===== src/rtl/hsid_pkg.sv =====
// Shared types and sizing constants for the hsid FIFO datapath.
// The reader sequencer state type lives here so checkers and benches can decode it.
package hsid_pkg;

    localparam int HSID_WORD_WIDTH       = 16;
    localparam int HSID_FIFO_ADDR_WIDTH  = 4;
    localparam int HSID_REPEAT_WIDTH     = 8;
    localparam int HSID_READER_BUF_DEPTH = 3;

    typedef enum logic [1:0] {
        RDR_IDLE   = 2'd0,
        RDR_STREAM = 2'd1,
        RDR_DRAIN  = 2'd2,
        RDR_DONE   = 2'd3
    } hsid_fifo_reader_state_t;

endpackage


===== src/rtl/hsid_reader_buf.sv =====
// Small {last, data} output buffer for the hsid FIFO reader.
// Circular storage with a valid/ready pop side and an occupancy count.
module hsid_reader_buf
    import hsid_pkg::*;
#(
    parameter int WORD_WIDTH = HSID_WORD_WIDTH,
    parameter int DEPTH      = HSID_READER_BUF_DEPTH,
    localparam int PTR_W     = $clog2(DEPTH),
    localparam int CNT_W     = $clog2(DEPTH + 1)
) (
    input  logic                  clk,
    input  logic                  rst_n,
    input  logic                  srst,
    input  logic                  push,
    input  logic [WORD_WIDTH-1:0] push_data,
    input  logic                  push_last,
    input  logic                  pop_ready,
    output logic                  pop_valid,
    output logic [WORD_WIDTH-1:0] pop_data,
    output logic                  pop_last,
    output logic [CNT_W-1:0]      count
);

    localparam logic [PTR_W-1:0] PTR_ZERO = {PTR_W{1'b0}};
    localparam logic [PTR_W-1:0] PTR_ONE  = {{(PTR_W-1){1'b0}}, 1'b1};
    localparam logic [PTR_W-1:0] PTR_LAST = PTR_W'(DEPTH - 1);
    localparam logic [CNT_W-1:0] CNT_ZERO = {CNT_W{1'b0}};
    localparam logic [CNT_W-1:0] CNT_ONE  = {{(CNT_W-1){1'b0}}, 1'b1};

    logic [WORD_WIDTH:0] mem_r [DEPTH];
    logic [PTR_W-1:0]    wr_ptr_r;
    logic [PTR_W-1:0]    rd_ptr_r;
    logic [CNT_W-1:0]    count_r;
    logic                pop_s;

    function automatic logic [PTR_W-1:0] ptr_next(input logic [PTR_W-1:0] ptr);
        if (ptr == PTR_LAST) begin
            ptr_next = PTR_ZERO;
        end else begin
            ptr_next = ptr + PTR_ONE;
        end
    endfunction

    assign pop_valid             = (count_r != CNT_ZERO);
    assign pop_s                 = pop_valid && pop_ready;
    assign {pop_last, pop_data}  = mem_r[rd_ptr_r];
    assign count                 = count_r;

    // Storage, pointers and occupancy; srst empties the buffer.
    always_ff @(posedge clk or negedge rst_n) begin
        if (!rst_n) begin
            for (int i = 0; i < DEPTH; i++) begin
                mem_r[i] <= {(WORD_WIDTH + 1){1'b0}};
            end
            wr_ptr_r <= PTR_ZERO;
            rd_ptr_r <= PTR_ZERO;
            count_r  <= CNT_ZERO;
        end else if (srst) begin
            wr_ptr_r <= PTR_ZERO;
            rd_ptr_r <= PTR_ZERO;
            count_r  <= CNT_ZERO;
        end else begin
            if (push) begin
                mem_r[wr_ptr_r] <= {push_last, push_data};
                wr_ptr_r        <= ptr_next(wr_ptr_r);
            end
            if (pop_s) begin
                rd_ptr_r <= ptr_next(rd_ptr_r);
            end
            case ({push, pop_s})
                2'b10:   count_r <= count_r + CNT_ONE;
                2'b01:   count_r <= count_r - CNT_ONE;
                default: count_r <= count_r;
            endcase
        end
    end

endmodule


===== src/rtl/hsid_fifo_reader.sv =====
// Read-side sequencer for the hsid FIFO: streams a stored vector repeat_count times,
// recirculating through loop reads on every pass except the last.
module hsid_fifo_reader
    import hsid_pkg::*;
#(
    parameter int WORD_WIDTH      = HSID_WORD_WIDTH,
    parameter int FIFO_ADDR_WIDTH = HSID_FIFO_ADDR_WIDTH,
    parameter int REPEAT_WIDTH    = HSID_REPEAT_WIDTH,
    parameter int BUF_DEPTH       = HSID_READER_BUF_DEPTH
) (
    input  logic                     clk,
    input  logic                     rst_n,
    input  logic                     start,
    input  logic                     abort,
    input  logic [FIFO_ADDR_WIDTH:0] vector_len,
    input  logic [REPEAT_WIDTH-1:0]  repeat_count,
    input  logic                     fifo_empty,
    input  logic [WORD_WIDTH-1:0]    fifo_data_out,
    output logic                     fifo_rd_en,
    output logic                     fifo_loop_en,
    output logic                     fifo_clear,
    output logic                     out_valid,
    input  logic                     out_ready,
    output logic [WORD_WIDTH-1:0]    out_data,
    output logic                     out_last,
    output logic                     busy,
    output logic                     done
);

    localparam int CNT_W = $clog2(BUF_DEPTH + 1);
    localparam logic [FIFO_ADDR_WIDTH:0] LEN_ZERO = {(FIFO_ADDR_WIDTH + 1){1'b0}};
    localparam logic [FIFO_ADDR_WIDTH:0] LEN_ONE  = {{FIFO_ADDR_WIDTH{1'b0}}, 1'b1};
    localparam logic [REPEAT_WIDTH-1:0]  REP_ZERO = {REPEAT_WIDTH{1'b0}};
    localparam logic [REPEAT_WIDTH-1:0]  REP_ONE  = {{(REPEAT_WIDTH-1){1'b0}}, 1'b1};
    localparam logic [CNT_W:0]           ROOM_MAX = (CNT_W + 1)'(BUF_DEPTH);

    hsid_fifo_reader_state_t state_r, state_nxt_s;

    logic [FIFO_ADDR_WIDTH:0] len_r, word_cnt_r;
    logic [REPEAT_WIDTH-1:0]  rep_r, pass_cnt_r;
    logic                     req_d_r, last_d_r;
    logic [CNT_W-1:0]         buf_count_s, occ_s;
    logic                     push_s, pop_s, issue_s, accept_s, room_s;
    logic                     final_pass_s, last_word_s;

    assign last_word_s  = ((word_cnt_r + LEN_ONE) == len_r);
    assign final_pass_s = ((pass_cnt_r + REP_ONE) == rep_r);
    // A word leaving the buffer this cycle already frees its slot for a new request.
    assign pop_s        = out_valid && out_ready;
    assign occ_s        = buf_count_s - CNT_W'(pop_s);
    assign room_s       = (({1'b0, occ_s} + (CNT_W + 1)'(req_d_r)) < ROOM_MAX);
    assign push_s       = req_d_r && !abort;

    // State register.
    always_ff @(posedge clk or negedge rst_n) begin
        if (!rst_n) begin
            state_r <= RDR_IDLE;
        end else begin
            state_r <= state_nxt_s;
        end
    end

    // Next-state, FIFO request and status decode; abort overrides everything.
    always_comb begin
        state_nxt_s  = state_r;
        issue_s      = 1'b0;
        accept_s     = 1'b0;
        fifo_rd_en   = 1'b0;
        fifo_loop_en = 1'b0;
        fifo_clear   = 1'b0;
        busy         = (state_r != RDR_IDLE);
        done         = (state_r == RDR_DONE) && !abort;
        if (abort) begin
            fifo_clear  = 1'b1;
            state_nxt_s = RDR_IDLE;
        end else begin
            case (state_r)
                RDR_IDLE: begin
                    if (start && (|vector_len) && (|repeat_count)) begin
                        accept_s    = 1'b1;
                        state_nxt_s = RDR_STREAM;
                    end else begin
                        state_nxt_s = RDR_IDLE;
                    end
                end
                RDR_STREAM: begin
                    if (!fifo_empty && room_s) begin
                        issue_s      = 1'b1;
                        fifo_rd_en   = final_pass_s;
                        fifo_loop_en = !final_pass_s;
                        if (final_pass_s && last_word_s) begin
                            state_nxt_s = RDR_DRAIN;
                        end else begin
                            state_nxt_s = RDR_STREAM;
                        end
                    end else begin
                        state_nxt_s = RDR_STREAM;
                    end
                end
                RDR_DRAIN: begin
                    if (!req_d_r && (buf_count_s == {CNT_W{1'b0}})) begin
                        state_nxt_s = RDR_DONE;
                    end else begin
                        state_nxt_s = RDR_DRAIN;
                    end
                end
                RDR_DONE: begin
                    state_nxt_s = RDR_IDLE;
                end
                default: begin
                    state_nxt_s = RDR_IDLE;
                end
            endcase
        end
    end

    // Configuration latch plus word/pass counters advanced per issued request.
    always_ff @(posedge clk or negedge rst_n) begin
        if (!rst_n) begin
            len_r      <= LEN_ZERO;
            rep_r      <= REP_ZERO;
            word_cnt_r <= LEN_ZERO;
            pass_cnt_r <= REP_ZERO;
        end else if (accept_s) begin
            len_r      <= vector_len;
            rep_r      <= repeat_count;
            word_cnt_r <= LEN_ZERO;
            pass_cnt_r <= REP_ZERO;
        end else if (issue_s) begin
            if (last_word_s) begin
                word_cnt_r <= LEN_ZERO;
                pass_cnt_r <= pass_cnt_r + REP_ONE;
            end else begin
                word_cnt_r <= word_cnt_r + LEN_ONE;
            end
        end
    end

    // One-cycle request pipeline: read data (and its last tag) arrive the cycle after issue.
    always_ff @(posedge clk or negedge rst_n) begin
        if (!rst_n) begin
            req_d_r  <= 1'b0;
            last_d_r <= 1'b0;
        end else begin
            req_d_r  <= issue_s;
            last_d_r <= issue_s && last_word_s;
        end
    end

    hsid_reader_buf #(
        .WORD_WIDTH (WORD_WIDTH),
        .DEPTH      (BUF_DEPTH)
    ) u_buf (
        .clk       (clk),
        .rst_n     (rst_n),
        .srst      (abort),
        .push      (push_s),
        .push_data (fifo_data_out),
        .push_last (last_d_r),
        .pop_ready (out_ready),
        .pop_valid (out_valid),
        .pop_data  (out_data),
        .pop_last  (out_last),
        .count     (buf_count_s)
    );

endmodule


===== config.mk =====
export PLATFORM = sky130hd
export DESIGN_NAME = hsid_fifo_reader
export DESIGN_NICKNAME = d
export VERILOG_FILES = /design/src/rtl/hsid_pkg.sv /design/src/rtl/hsid_reader_buf.sv /design/src/rtl/hsid_fifo_reader.sv
export SDC_FILE = /design/constraint.sdc
export NUM_CORES = 1
export LEC_CHECK = 0
export ABC_AREA = 0
export BUFFER_PORTS_ARGS = -buffer_cell sky130_fd_sc_hd__buf_2
export CAP_MARGIN = 20
export CELL_PAD_IN_SITES_DETAIL_PLACEMENT = 2
export CELL_PAD_IN_SITES_GLOBAL_PLACEMENT = 2
export CORE_MARGIN = 2
export CORE_UTILIZATION = 40
export CTS_BUF_LIST = sky130_fd_sc_hd__clkbuf_8
export DETAILED_ROUTE_END_ITERATION = 10
export PLACE_DENSITY = 0.89
export RECOVER_POWER = 100
export SLEW_MARGIN = 20
export SYNTH_ARGS = -nofsm -noshare
export SYNTH_HDL_FRONTEND = slang
export SYNTH_SLANG_ARGS = --single-unit

===== constraint.sdc =====
create_clock -name clk -period 3.85 [get_ports clk]
set_input_delay 0.77 -clock clk [delete_from_list [all_inputs] [get_ports clk]]
set_output_delay 0.77 -clock clk [all_outputs]
set_load 0.05 [all_outputs]

== After elaboration in Yosys (flattened, before gate mapping) ==
Index checks and enable logic that the tools add are counted.

* Register bits: 87
* Output and inout bits: 23
* Logic and storage cells: 103

* Add/subtract/negate cells: 8
* $lt $le $gt $ge: 4
* Eq/ne operators: 9
* Multiplexer cells: 39
* Bitwise operators: 3
* Reduce and logical (&&, ||, !) cells: 27

{| class="wikitable"
|+ Operators with widths
! cell !! number
|-
| bitwise mux 51 bit || 1
|-
| 2-to-1 mux 17 bit || 3
|-
| binary-select mux 17 bit (select 2 bit) || 1
|-
| demux 17 bit (select 2 bit) || 1
|-
| 2-to-1 mux 8 bit || 3
|-
| 2-to-1 mux 2 bit || 10
|-
| 2-to-1 mux 1 bit || 15
|-
| 2-to-1 mux 5 bit || 3
|-
| nonzero test 2 bit || 6
|-
| == test 2 bit (second input constant) || 5
|-
| logical AND 1 bit || 10
|-
| adder 8 x 1 -> 8 bit (second input constant) || 1
|-
| == test 8 bit || 1
|-
| one-hot mux 2 bit (4 select lines) || 1
|-
| OR reduction 8 bit || 1
|-
| adder 2 x 1 -> 2 bit (second input constant) || 3
|-
| greater-or-equal comparator 3 bit (second input constant) || 2
|-
| inverter 2 -> 3 bit || 2
|-
| adder 5 x 1 -> 5 bit (second input constant) || 1
|-
| == test 5 bit || 1
|-
| OR reduction 5 bit || 1
|-
| == test 2 x 1 -> 1 bit (second input constant) || 2
|-
| logical NOT 1 bit || 4
|-
| logical NOT 2 bit || 2
|-
| 9 further kinds || 10
|}

== Logic depth before layout (Yosys ltp) ==
Gate-level depths: netlist (run 1).

* Depth in word-level cells: 11
* Depth in mapped cells: 15
* Depth with buffers taken out: 14

== Hierarchy ==
From an unflattened synthesis (run 1), not the netlist that was laid out.

* Cells, all modules: 392
* Area total of the unflattened synthesis: 4456.8 um^2

{| class="wikitable"
|+ Modules (own cells, without submodules)
! module !! instances !! cells each !! area an instance (um^2) !! seq. area each (um^2)
|-
| hsid_reader_buf || 1 || 197 || 2588.7 || 1426.4
|-
| hsid_fifo_reader || 1 || 195 || 1868.0 || 750.7
|}

== Worst setup path after synthesis (run 1) ==
Ideal clock, no wire load.

* Path type: reg2out
* Start point: register u_buf.count_r[0] (netlist: u_buf.count[0])
* End point: output port fifo_rd_en
* Arrival time: 3.958 ns
* Required time: 3.080 ns
* Setup slack: -0.878 ns
* Stages on the path, launching flop included: 13
* Buffers on the path: 1
* Path through: dfrtp_1 nor2_1 inv_1 nand2_1 inv_1 ha_1 inv_1 ha_1 ha_1 a211o_1 or3_1 buf_6 nor4_1

* Longest elaborated chain between the ends: 9

{| class="wikitable"
|+ RTL lines
! what !! line !! source
|-
| from (decl) || hsid_reader_buf.sv:33 || <nowiki>logic [CNT_W-1:0] count_r;</nowiki>
|-
| from (signal assigned) || hsid_reader_buf.sv:71 || <nowiki>2'b10: count_r <= count_r + CNT_ONE;</nowiki>
|-
| from (signal assigned) || hsid_reader_buf.sv:72 || <nowiki>2'b01: count_r <= count_r - CNT_ONE;</nowiki>
|-
| from (signal assigned) || hsid_reader_buf.sv:73 || <nowiki>default: count_r <= count_r;</nowiki>
|-
| nonzero test 2 bit || hsid_reader_buf.sv:44 || <nowiki>assign pop_valid = (count_r != CNT_ZERO);</nowiki>
|-
| net out_valid || hsid_fifo_reader.sv:22 || <nowiki>output logic out_valid,</nowiki>
|-
| logical AND 1 bit || hsid_fifo_reader.sv:49 || <nowiki>assign pop_s = out_valid && out_ready;</nowiki>
|-
| subtractor 2 x 1 -> 2 bit || hsid_fifo_reader.sv:50 || <nowiki>assign occ_s = buf_count_s - CNT_W'(pop_s);</nowiki>
|-
| adder 2 x 1 -> 3 bit || hsid_fifo_reader.sv:51 || <nowiki>assign room_s = (({1'b0, occ_s} + (CNT_W + 1)'(req_d_r)) < ROOM_MAX);</nowiki>
|-
| less-than comparator 3 x 2 -> 1 bit || hsid_fifo_reader.sv:51 ||
|-
| logical AND 1 bit || hsid_fifo_reader.sv:87 || <nowiki>if (!fifo_empty && room_s) begin</nowiki>
|-
| 2-to-1 mux 1 bit || hsid_fifo_reader.sv:87 ||
|-
| 2-to-1 mux 1 bit || hsid_fifo_reader.sv:77 || <nowiki>case (state_r)</nowiki>
|-
| 2-to-1 mux 1 bit || hsid_fifo_reader.sv:73 || <nowiki>if (abort) begin</nowiki>
|-
| to (decl) || hsid_fifo_reader.sv:19 || <nowiki>output logic fifo_rd_en,</nowiki>
|}

The timed path passes the listed nets, and every way through them passes these cells.

== Worst setup path after layout (run 1) ==
* Start point: register u_buf.count_r[0] (netlist: u_buf.count[0])
* End point: output port fifo_rd_en

* Longest elaborated chain between the ends: 9

{| class="wikitable"
|+ RTL lines
! what !! line
|-
| nonzero test 2 bit || hsid_reader_buf.sv:44
|-
| logical AND 1 bit || hsid_fifo_reader.sv:49
|-
| subtractor 2 x 1 -> 2 bit (*) || hsid_fifo_reader.sv:50
|-
| adder 2 x 1 -> 3 bit (*) || hsid_fifo_reader.sv:51
|-
| less-than comparator 3 x 2 -> 1 bit (*) || hsid_fifo_reader.sv:51
|-
| logical AND 1 bit (*) || hsid_fifo_reader.sv:87
|-
| 2-to-1 mux 1 bit (*) || hsid_fifo_reader.sv:87
|-
| 2-to-1 mux 1 bit (*) || hsid_fifo_reader.sv:77
|-
| 2-to-1 mux 1 bit (*) || hsid_fifo_reader.sv:73
|}

Mark *: on every way between the ends. The rest lies on a longest branch, timed or not.

==> flow_summary.json, run 1 <==
{
  "drt-wirelength-per-cell_um": 19.2,
  "dpl.hpwl_um": 7840,
  "slew-limit-headroom_pct": -46.6,
  "hold_buffers": 0,
  "synth_top_area_share_pct": 49.8,
  "synth.yosys.warnings": 0,
  "io_buffer_count": 57,
  "diodes": 0,
  "most-common-layout-cells": "dfrtp_1, mux2_2, buf_2",
  "r2r_setup_slack_ps": 710,
  "area_growth_pct": 15.0,
  "instances_no_fill": 577,
  "violations": "capacitance limit, slew limit",
  "start_util_pct": 40.6,
  "drtIter0Drc": 125,
  "tightest_slew_ps": 2200,
  "powerDensity_nw_per_um2": 452,
  "fin_skew_ps": 9.01,
  "die_h_um": 109,
  "drive_above_1_share_pct": 38.0,
  "required_ps": 3080,
  "grt_max_degree": 88,
  "die_x_um": 109,
  "finalCriticalPeriod_ps": 3740,
  "rows": 38,
  "syn_nets": 412,
  "peakVddDrop_v": 0.000226,
  "antenna_found_initial": 0,
  "startpoint_type": "flop",
  "setup_violations": 0,
  "clk_pin_slew_worst_paths_ps": 90,
  "avgViaCountPerCell": 5.40,
  "worstReg2RegStart": "u_buf.count[0]",
  "fin_hold_ws_ps": 514,
  "clkLatencyLatePin_ps": 360,
  "h-tree-depth": 3,
  "holdCritPathClass": "reg -> reg",
  "cts_tree": "done",
  "yosysTopAreaCell": "dfrtp_1",
  "outcome": "finished with violations",
  "nets": 472,
  "final_common_cell": "dfrtp_1",
  "synth-seq-cells": 87,
  "syn_area_per_cell_sq_um": 11.7,
  "synth_cell_types": 51,
  "numCtsBuffers": 9,
  "gr-total-overflow": 0,
  "grt_pass1_vias": 3600,
  "critPathArrivalTime_ps": 2970,
  "cp-startpoint": "u_buf.count[0]",
  "place.gp.congestion": 0.786,
  "placed_cell_area_sq_um": 4800,
  "vias": 3113,
  "yosys-top-cells-area": "dfrtp_1, mux2_2, mux2i_1",
  "clock-sinks": 87,
  "grt_usage_pct": 20.4,
  "worstHoldStart": "u_buf.mem_r[2]",
  "cts-root-buf": "clkbuf_8",
  "setup_slack_ps": 115,
  "fin_util_pct": 46.8,
  "critPathMaxFanout": 3,
  "leakage_uw": 0.00238,
  "maxCapViolations": 1,
  "yosysSeqAreaShare_pct": 49.8,
  "dp_cells": 559,
  "ant_nets": 0,
  "synth_edf_count": 0,
  "final-hold-violation-count": 0,
  "fmax_mhz": 268,
  "wl_um": 11100,
  "syn_inst": 372,
  "drv_slew": 88,
  "grt_pass1_wl_um": 18200,
  "endpoint_kind": "primary output",
  "path_class": "reg -> out",
  "pre_cts_ws_ps": 142,
  "netlist_area_sq_um": 4370,
  "drc": 0,
  "drt-pass1-iter-count": 4,
  "synth_top_flop_cell": "dfrtp_1",
  "clock_path_buffers": 2,
  "design_area_sq_um": 5020,
  "async_flop_share_pct": 100,
  "pin_count": 58,
  "dieArea_sq_um": 11800,
  "coreArea_sq_um": 10700,
  "layout_worst_path_cycle_share_pct": 97.0
}
worst paths after layout:
path,cells past startpoint,end
max,12,fifo_rd_en
max in group asynchronous,1,u_buf.count[1]
min in group asynchronous,1,u_buf.mem_r[35]
min reg2reg,1,u_buf.mem_r[2]
max reg2reg,14,pass_cnt_r[2]
min,1,u_buf.mem_r[2]
registers in the layout, summed over array words and instances, names as in the netlist:
| name | cells |
|---|---|
| pass_cnt_r | 8 |
| len_r | 5 |
| rep_r | 8 |
| last_d_r | 1 |
| state_r | 2 |
| u_buf.wr_ptr_r | 2 |
| u_buf.rd_ptr_r | 2 |
| word_cnt_r | 5 |
| u_buf.mem_r | 51 |
| u_buf.count | 2 |
| req_d_r | 1 |
synth_stat cells, types with 2 or more instances:
cell type / n
dfrtp_1: 87
mux2_2: 66
nand2_1: 33
o21ai_0: 22
mux2i_1: 20
nand3_1: 14
nor2_1: 12
nand2b_1: 10
xnor2_1: 10
a21oi_1: 8
inv_1: 8
nor4_1: 6
a22o_1: 5
buf_2: 5
buf_4: 5
ha_1: 5
xor2_1: 5
clkbuf_1: 4
nor2b_1: 4
nor3_1: 3
nor3b_2: 3
a21o_1: 2
and3_1: 2
buf_1: 2
nand3b_1: 2
nor3_2: 2
nor3b_1: 2
or3_1: 2
timing repair:
action | in CTS | in global routing
hold endpoints to repair | 0 | 0
setup endpoints to repair | 2 | 2
resized for setup | 3 | 4
setup buffers | 0 | 2
pin swaps | 0 | 0
where the power goes:
part           internal (uW)  switching, uW  total, uW
registers               1010           71.5       1080
clock network            296            342        638
logic                    191            364        556
total                   1490            778       2270
critical path, stage by stage (launching register included):
cell	delay, ps
dfrtp_2	450
nor2_4	130
inv_1	60
nand2_1	90
inv_1	50
ha_1	270
inv_1	50
ha_1	180
ha_1	270
a211o_1	320
or3_4	370
nor4_4	160
buf_6	190
cells by family after synthesis:
group / share of synthesized area, %
XOR/XNOR: 3.52
buffers and inverters: 2.89
flip-flops: 49.8
multiplexers: 21.9
AND/OR/NAND/NOR: 12.5
AO/OA/AOI/OAI: 7.82
adder cells (fa/ha/maj): 1.43
final cells by class:
cell class                 count  area (sq um)
clock buffer                   9           124
clock inverter                 7          65.1
fill                        1145          5720
inverter                       8          30.0
multi-input combinational    260          2090
sequential                    87          2180
tap                          140           175
timing repair buffer          66           355
per-stage QoR:
| stage | TNS [ps] | total power, uW |
|---|---|---|
| after floorplan | 0 | 1480 |
| after global placement | 0 | 1620 |
| after detailed placement | 0 | 1650 |
| after CTS | 0 | 2290 |
| after global routing | -7.69 | 2380 |
| final | 0 | 2270 |
routing by layer:
layer	GRT usage, %	up-vias	wire length (um)
li1	-	1436	-
met1	23.7	1612	4650
met2	38.2	54	5960
met3	3.32	11	310
met4	6.14	0	161
met5	0	-	0
No activity file was read; power rests on OpenSTA's default activity.
==> inputs of run 2 (changes only) <==
--- a/config.mk
+++ b/config.mk
@@ -6,5 +6,4 @@
 export NUM_CORES = 1
 export LEC_CHECK = 0
-export ABC_AREA = 0
 export BUFFER_PORTS_ARGS = -buffer_cell sky130_fd_sc_hd__buf_2
 export CAP_MARGIN = 20
==> constraint.sdc (replaced) <==
create_clock -name clk -period 3.85 [get_ports clk]
set_input_delay 1.155 -clock clk [delete_from_list [all_inputs] [get_ports clk]]
set_output_delay 1.155 -clock clk [all_outputs]
set_load 0.05 [all_outputs]
==> run 2 against run 1 <==
Against the previous run:
- the run ends with capacitance limit, slew limit, setup timing left
- die area stayed put
- sequential share of layout area decreased by 1.0 points
- flip-flop and latch count did not move
- fmax is 11% lower
- critical path type is now in -> out
- critical endpoint is now fifo_loop_en
==> flow_summary.json, run 2 (synthesis gave the netlist of run 1 again) <==
{
  "final_common_cell": "dfrtp_1",
  "die_h_um": 109,
  "h-tree-depth": 3,
  "holdCritPathClass": "reg -> reg",
  "clock-sinks": 87,
  "die_x_um": 109,
  "hold_buffers": 0,
  "outcome": "finished with violations",
  "worst_path_most_repeated_cell": "ha_4",
  "instances_no_fill": 587,
  "clock_path_buffers": 2,
  "max_stage_delay_ps": 370,
  "cp_num_buf_inv": 5,
  "worstHoldStart": "u_buf.mem_r[34]",
  "fin_skew_ps": 8.64,
  "slew-limit-headroom_pct": -48.1,
  "most-common-layout-cells": "dfrtp_1, mux2_2, buf_2",
  "antenna_found_initial": 0,
  "critPathArrivalTime_ps": 3060,
  "setup_slack_ps": -362,
  "ant_nets": 0,
  "cts-root-buf": "clkbuf_8",
  "critPathMaxFanout": 2,
  "pin_count": 58,
  "grt.busiest_layer": "met2",
  "dieArea_sq_um": 11800,
  "met1_usage_pct": 23.9,
  "coreArea_sq_um": 10700,
  "met2_usage_pct": 41.3,
  "dp_cells": 567,
  "cp-startpoint": "out_ready",
  "violations": "capacitance limit, slew limit, setup timing",
  "rsz0062_at_grt": "true",
  "crit_end": "fifo_loop_en",
  "cp_cell_sequence": "buf_8 -> nand2_8 -> inv_4 -> ha_4 -> inv_2 -> ha_4 -> ha_4 -> a211o_1 -> or3_4 -> buf_6 -> nor2_4 -> buf_8",
  "setup_violations": 2,
  "io_buffer_count": 57,
  "endpoint_kind": "primary output",
  "drive_above_1_share_pct": 38.0,
  "r2r_setup_slack_ps": 640,
  "final-hold-violation-count": 0,
  "design_area_sq_um": 5140,
  "clk_pin_slew_worst_paths_ps": 90,
  "drt-pass1-iter-count": 4,
  "placed_cell_area_sq_um": 4920,
  "avgViaCountPerCell": 5.43,
  "nets": 482,
  "grt_usage_pct": 21.4,
  "grt_use_met3_pct": 2.77,
  "largest_reg_flops": 51,
  "startpoint_type": "input pin",
  "rows": 38,
  "cp_slowest_cell": "or3_4",
  "gr-total-overflow": 0,
  "start_util_pct": 40.6,
  "worstReg2RegStart": "u_buf.count[0]",
  "vias": 3188,
  "leakage_uw": 0.00240,
  "clkLatencyLatePin_ps": 370,
  "setup_tns_ps": -717,
  "diodes": 0,
  "grt_pass1_wl_um": 19000,
  "maxCapViolations": 1,
  "finalCriticalPeriod_ps": 4210,
  "cp_top_family": "adder cells",
  "cts_tree": "done",
  "grt_max_degree": 88,
  "grt_pass1_vias": 3627,
  "place.gp.congestion": 0.804,
  "required_ps": 2690,
  "drt-wirelength-per-cell_um": 20.1,
  "dpl.hpwl_um": 8340,
  "numCtsBuffers": 9,
  "fmax_mhz": 237,
  "area_growth_pct": 17.6,
  "powerDensity_nw_per_um2": 442,
  "drv_slew": 88,
  "top_register": "u_buf.mem_r",
  "r2r-end": "pass_cnt_r[5]",
  "reg.largest.list": "u_buf.mem_r: 51 flops, pass_cnt_r: 8 flops, rep_r: 8 flops",
  "drtIter0Drc": 84,
  "wl_um": 11800,
  "layout_worst_path_cycle_share_pct": 109,
  "cp.depth": 12,
  "r2r_cells": 15,
  "drc": 0,
  "tightest_slew_ps": 2220,
  "peakVddDrop_v": 0.000184,
  "path_class": "in -> out"
}
run 2: cell count changes in the layout (fill, tap and decap cells not counted), sizes merged:
| cell | delta |
|---|---|
| bufinv | -1 |
| buf | +6 |
| clkbuf | +5 |
run 2: where the power goes:
group | internal, uW | switching [uW]
combinational | 201 | 386
clock | 255 | 356
sequential | 1010 | 70.2
run 2: worst min-delay path by stage:
stage,end,slack [ps],cells past startpoint
after detailed placement,u_buf.mem_r[1],500,1
after CTS,u_buf.mem_r[1],520,1
after floorplan,u_buf.mem_r[34],480,1
after global routing,u_buf.mem_r[1],530,1
final,u_buf.mem_r[34],510,1
after global placement,u_buf.mem_r[42],490,1
run 2: timing repair:
action | in CTS | in global routing
resized for setup | 12 | 0
setup endpoints to repair | 2 | 2
buffers inserted | 3 | 1
pin swaps | 5 | 0
run 2: final cells by class:
cell class,count,area [sq um]
Multi-Input combinational cell,260,2130
Sequential cell,87,2180
Fill cell,1152,5610
Tap cell,140,175
Clock buffer,10,138
Timing Repair Buffer,76,442
Inverter,8,32.5
Clock inverter,6,43.8
run 2: stage by stage:
step	utilization [%]	hold slack, ps	worst slack [ps]	power [uW]
6_report	47.8	514	-362	2270
3_3_place_gp	45.8	488	-583	1630
2_1_floorplan	-	480	-580	1490
3_5_place_dp	45.8	497	-651	1680
5_1_grt	47.8	526	-414	2390
4_1_cts	48.1	518	-380	2310
run 2: per-layer routing:
layer  share of wire [%]  up-vias
met2                  55       56
met4                 1.6        0
met1                  41     1655
met5                   0        -
li1                    -     1464
met3                 2.9       13
run 2: worst reg2reg max path: cells and delay by family (launching register included):
family / cells / cell delay, ps
AO/OA/AOI/OAI: 3 / 820
AND/OR/NAND/NOR: 3 / 660
adder cells (fa/ha/maj): 3 / 620
buffers and inverters: 5 / 500
flip-flops: 1 / 390
multiplexers: 1 / 110
==> inputs of run 3 (changes only) <==
CORE_ASPECT_RATIO = 1.1   (was not set)
CORE_UTILIZATION = 30   (was 40)
PLACE_DENSITY = 0.71   (was 0.89)
==> run 3 against run 2 <==
Against the previous run:
- the run still ends with capacitance limit, slew limit, setup timing left
- worst setup slack gained 35 ps
- sequential power barely moved
- sequential share of layout area is 0.42 points lower
- critical path depth unchanged
- routed wire length down 6.9%
- non-clock buffer count decreased by 3
- first-iteration DRC count is 21% higher
- register-to-register slack lost 230 ps
- fmax rose by 0.83%
- die area up 32%
- critical endpoint unchanged
==> flow_summary.json, run 3 (synthesis gave the netlist of run 1 again) <==
{
  "holdCritPathClass": "reg -> reg",
  "ant_nets": 0,
  "p_clk_share_pct": 29.4,
  "drive_above_1_share_pct": 35.7,
  "top_register": "u_buf.mem_r",
  "final_common_cell": "dfrtp_1",
  "drt-wirelength-per-cell_um": 17.3,
  "place.gp.congestion": 0.758,
  "hold_buffers": 0,
  "swShare_pct": 33.1,
  "vias": 3149,
  "critPathMaxFanout": 2,
  "antenna_found_initial": 0,
  "layout_worst_path_cycle_share_pct": 109,
  "nets": 479,
  "io_buffer_count": 57,
  "setup_slack_ps": -327,
  "h-tree-depth": 3,
  "tightest_slew_ps": 2210,
  "fmax_mhz": 239,
  "die_h_um": 131,
  "drt-pass1-iter-count": 4,
  "outcome": "finished with violations",
  "intPower_uw": 1550,
  "p_comb_share_pct": 24.4,
  "cts-root-buf": "clkbuf_8",
  "grt_pass1_wl_um": 18600,
  "diodes": 0,
  "dpl.hpwl_um": 7800,
  "finalCriticalPeriod_ps": 4180,
  "placed_cell_area_sq_um": 5020,
  "endpoint_kind": "primary output",
  "grt_pass1_vias": 3612,
  "path_class": "in -> out",
  "grt_usage_pct": 15.4,
  "setup_tns_ps": -613,
  "required_ps": 2690,
  "wl_um": 11000,
  "drc": 0,
  "start_util_pct": 30.5,
  "clock_path_buffers": 2,
  "area_growth_pct": 18.8,
  "largest_reg_flops": 51,
  "critPathArrivalTime_ps": 3020,
  "clkLatencyLatePin_ps": 370,
  "grt_max_degree": 88,
  "avgViaCountPerCell": 4.96,
  "leakage_uw": 0.00235,
  "rsz0062_at_grt": "true",
  "drv_slew": 88,
  "coreArea_sq_um": 14300,
  "pre_cts_ws_ps": -614,
  "final-hold-violation-count": 0,
  "peakVddDrop_v": 0.000179,
  "die_x_um": 119,
  "cts_tree": "done",
  "clock-sinks": 87,
  "gr-total-overflow": 0,
  "startpoint_type": "input pin",
  "numCtsBuffers": 9,
  "powerDensity_nw_per_um2": 446,
  "seq_power_share_pct": 46.2,
  "setup_violations": 2,
  "pin_count": 58,
  "dieArea_sq_um": 15500,
  "drtIter0Drc": 102,
  "rows": 46,
  "maxCapViolations": 1,
  "fin_skew_ps": 8.29,
  "violations": "capacitance limit, slew limit, setup timing",
  "p_switching_uw": 765,
  "reg.largest.list": "u_buf.mem_r: 51 flops, pass_cnt_r: 8 flops, rep_r: 8 flops",
  "design_area_sq_um": 5190,
  "clk_pin_slew_worst_paths_ps": 80,
  "slew-limit-headroom_pct": -47.7,
  "most-common-layout-cells": "dfrtp_1, mux2_2, buf_2"
}
-- run 3: power groups by stage --
stage | registers, uW | clock network, uW | logic, uW
after floorplan | 1070 | 0 | 425
after global placement | 1080 | 0 | 560
after detailed placement | 1090 | 0 | 579
after CTS | 1070 | 718 | 585
after global routing | 1090 | 747 | 612
final | 1070 | 680 | 564
-- run 3: routing by layer --
layer  global-route usage, %  vias to the layer above  part of all wire [%]
li1                        -                     1456                     -
met3                    2.65                       12                   3.0
met4                    5.25                        0                   1.4
met5                       0                        -                     0
met1                    17.7                     1628                    41
met2                    29.0                       53                    55
-- run 3: worst paths after layout --
check | slack [ps] | to | cells past startpoint | from
max reg2reg | 410 | pass_cnt_r[2] | 16 | u_buf.count[0]
min reg2reg | 510 | u_buf.mem_r[38] | 1 | u_buf.mem_r[38]
min in group asynchronous | 1440 | u_buf.mem_r[5] | 1 | rst_n
min | 510 | u_buf.mem_r[38] | 1 | u_buf.mem_r[38]
max | -330 | fifo_loop_en | 12 | out_ready
max in group asynchronous | 1120 | word_cnt_r[3] | 1 | rst_n
-- run 3: stage by stage --
stage | std cells | total power [uW] | hold WS (ps) | util (%)
global placement | 619 | 1640 | 488 | 35.0
global route | 635 | 2440 | 529 | 36.2
detailed placement | 619 | 1670 | 496 | 35.0
finish | 635 | 2310 | 510 | 36.2
CTS | 635 | 2370 | 517 | 36.8
floorplan | 372 | 1490 | 480 | -
-- run 3: area by class of cell --
type	count	area (sq um)
multi-input cells	260	2130
repair buffers	73	402
clock inverters	3	42.5
fillers	1525	9140
flip-flops and latches	87	2180
clock buffers	12	165
well taps	192	240
inverters	8	32.5
-- run 3: repair_timing --
action	in CTS	in global routing
gates resized for setup	11	0
pin swaps	6	1
setup endpoints to repair	2	2
setup buffers	1	0
cloned	0	0
-- run 3: critical path, stage by stage --
cell and delay [ps]:
buf_8 100, nand2_8 50, inv_4 30, ha_4 250, inv_2 40, ha_4 150
ha_4 200, a211o_1 280, or3_4 360, buf_6 140, nor2_4 100, buf_6 160
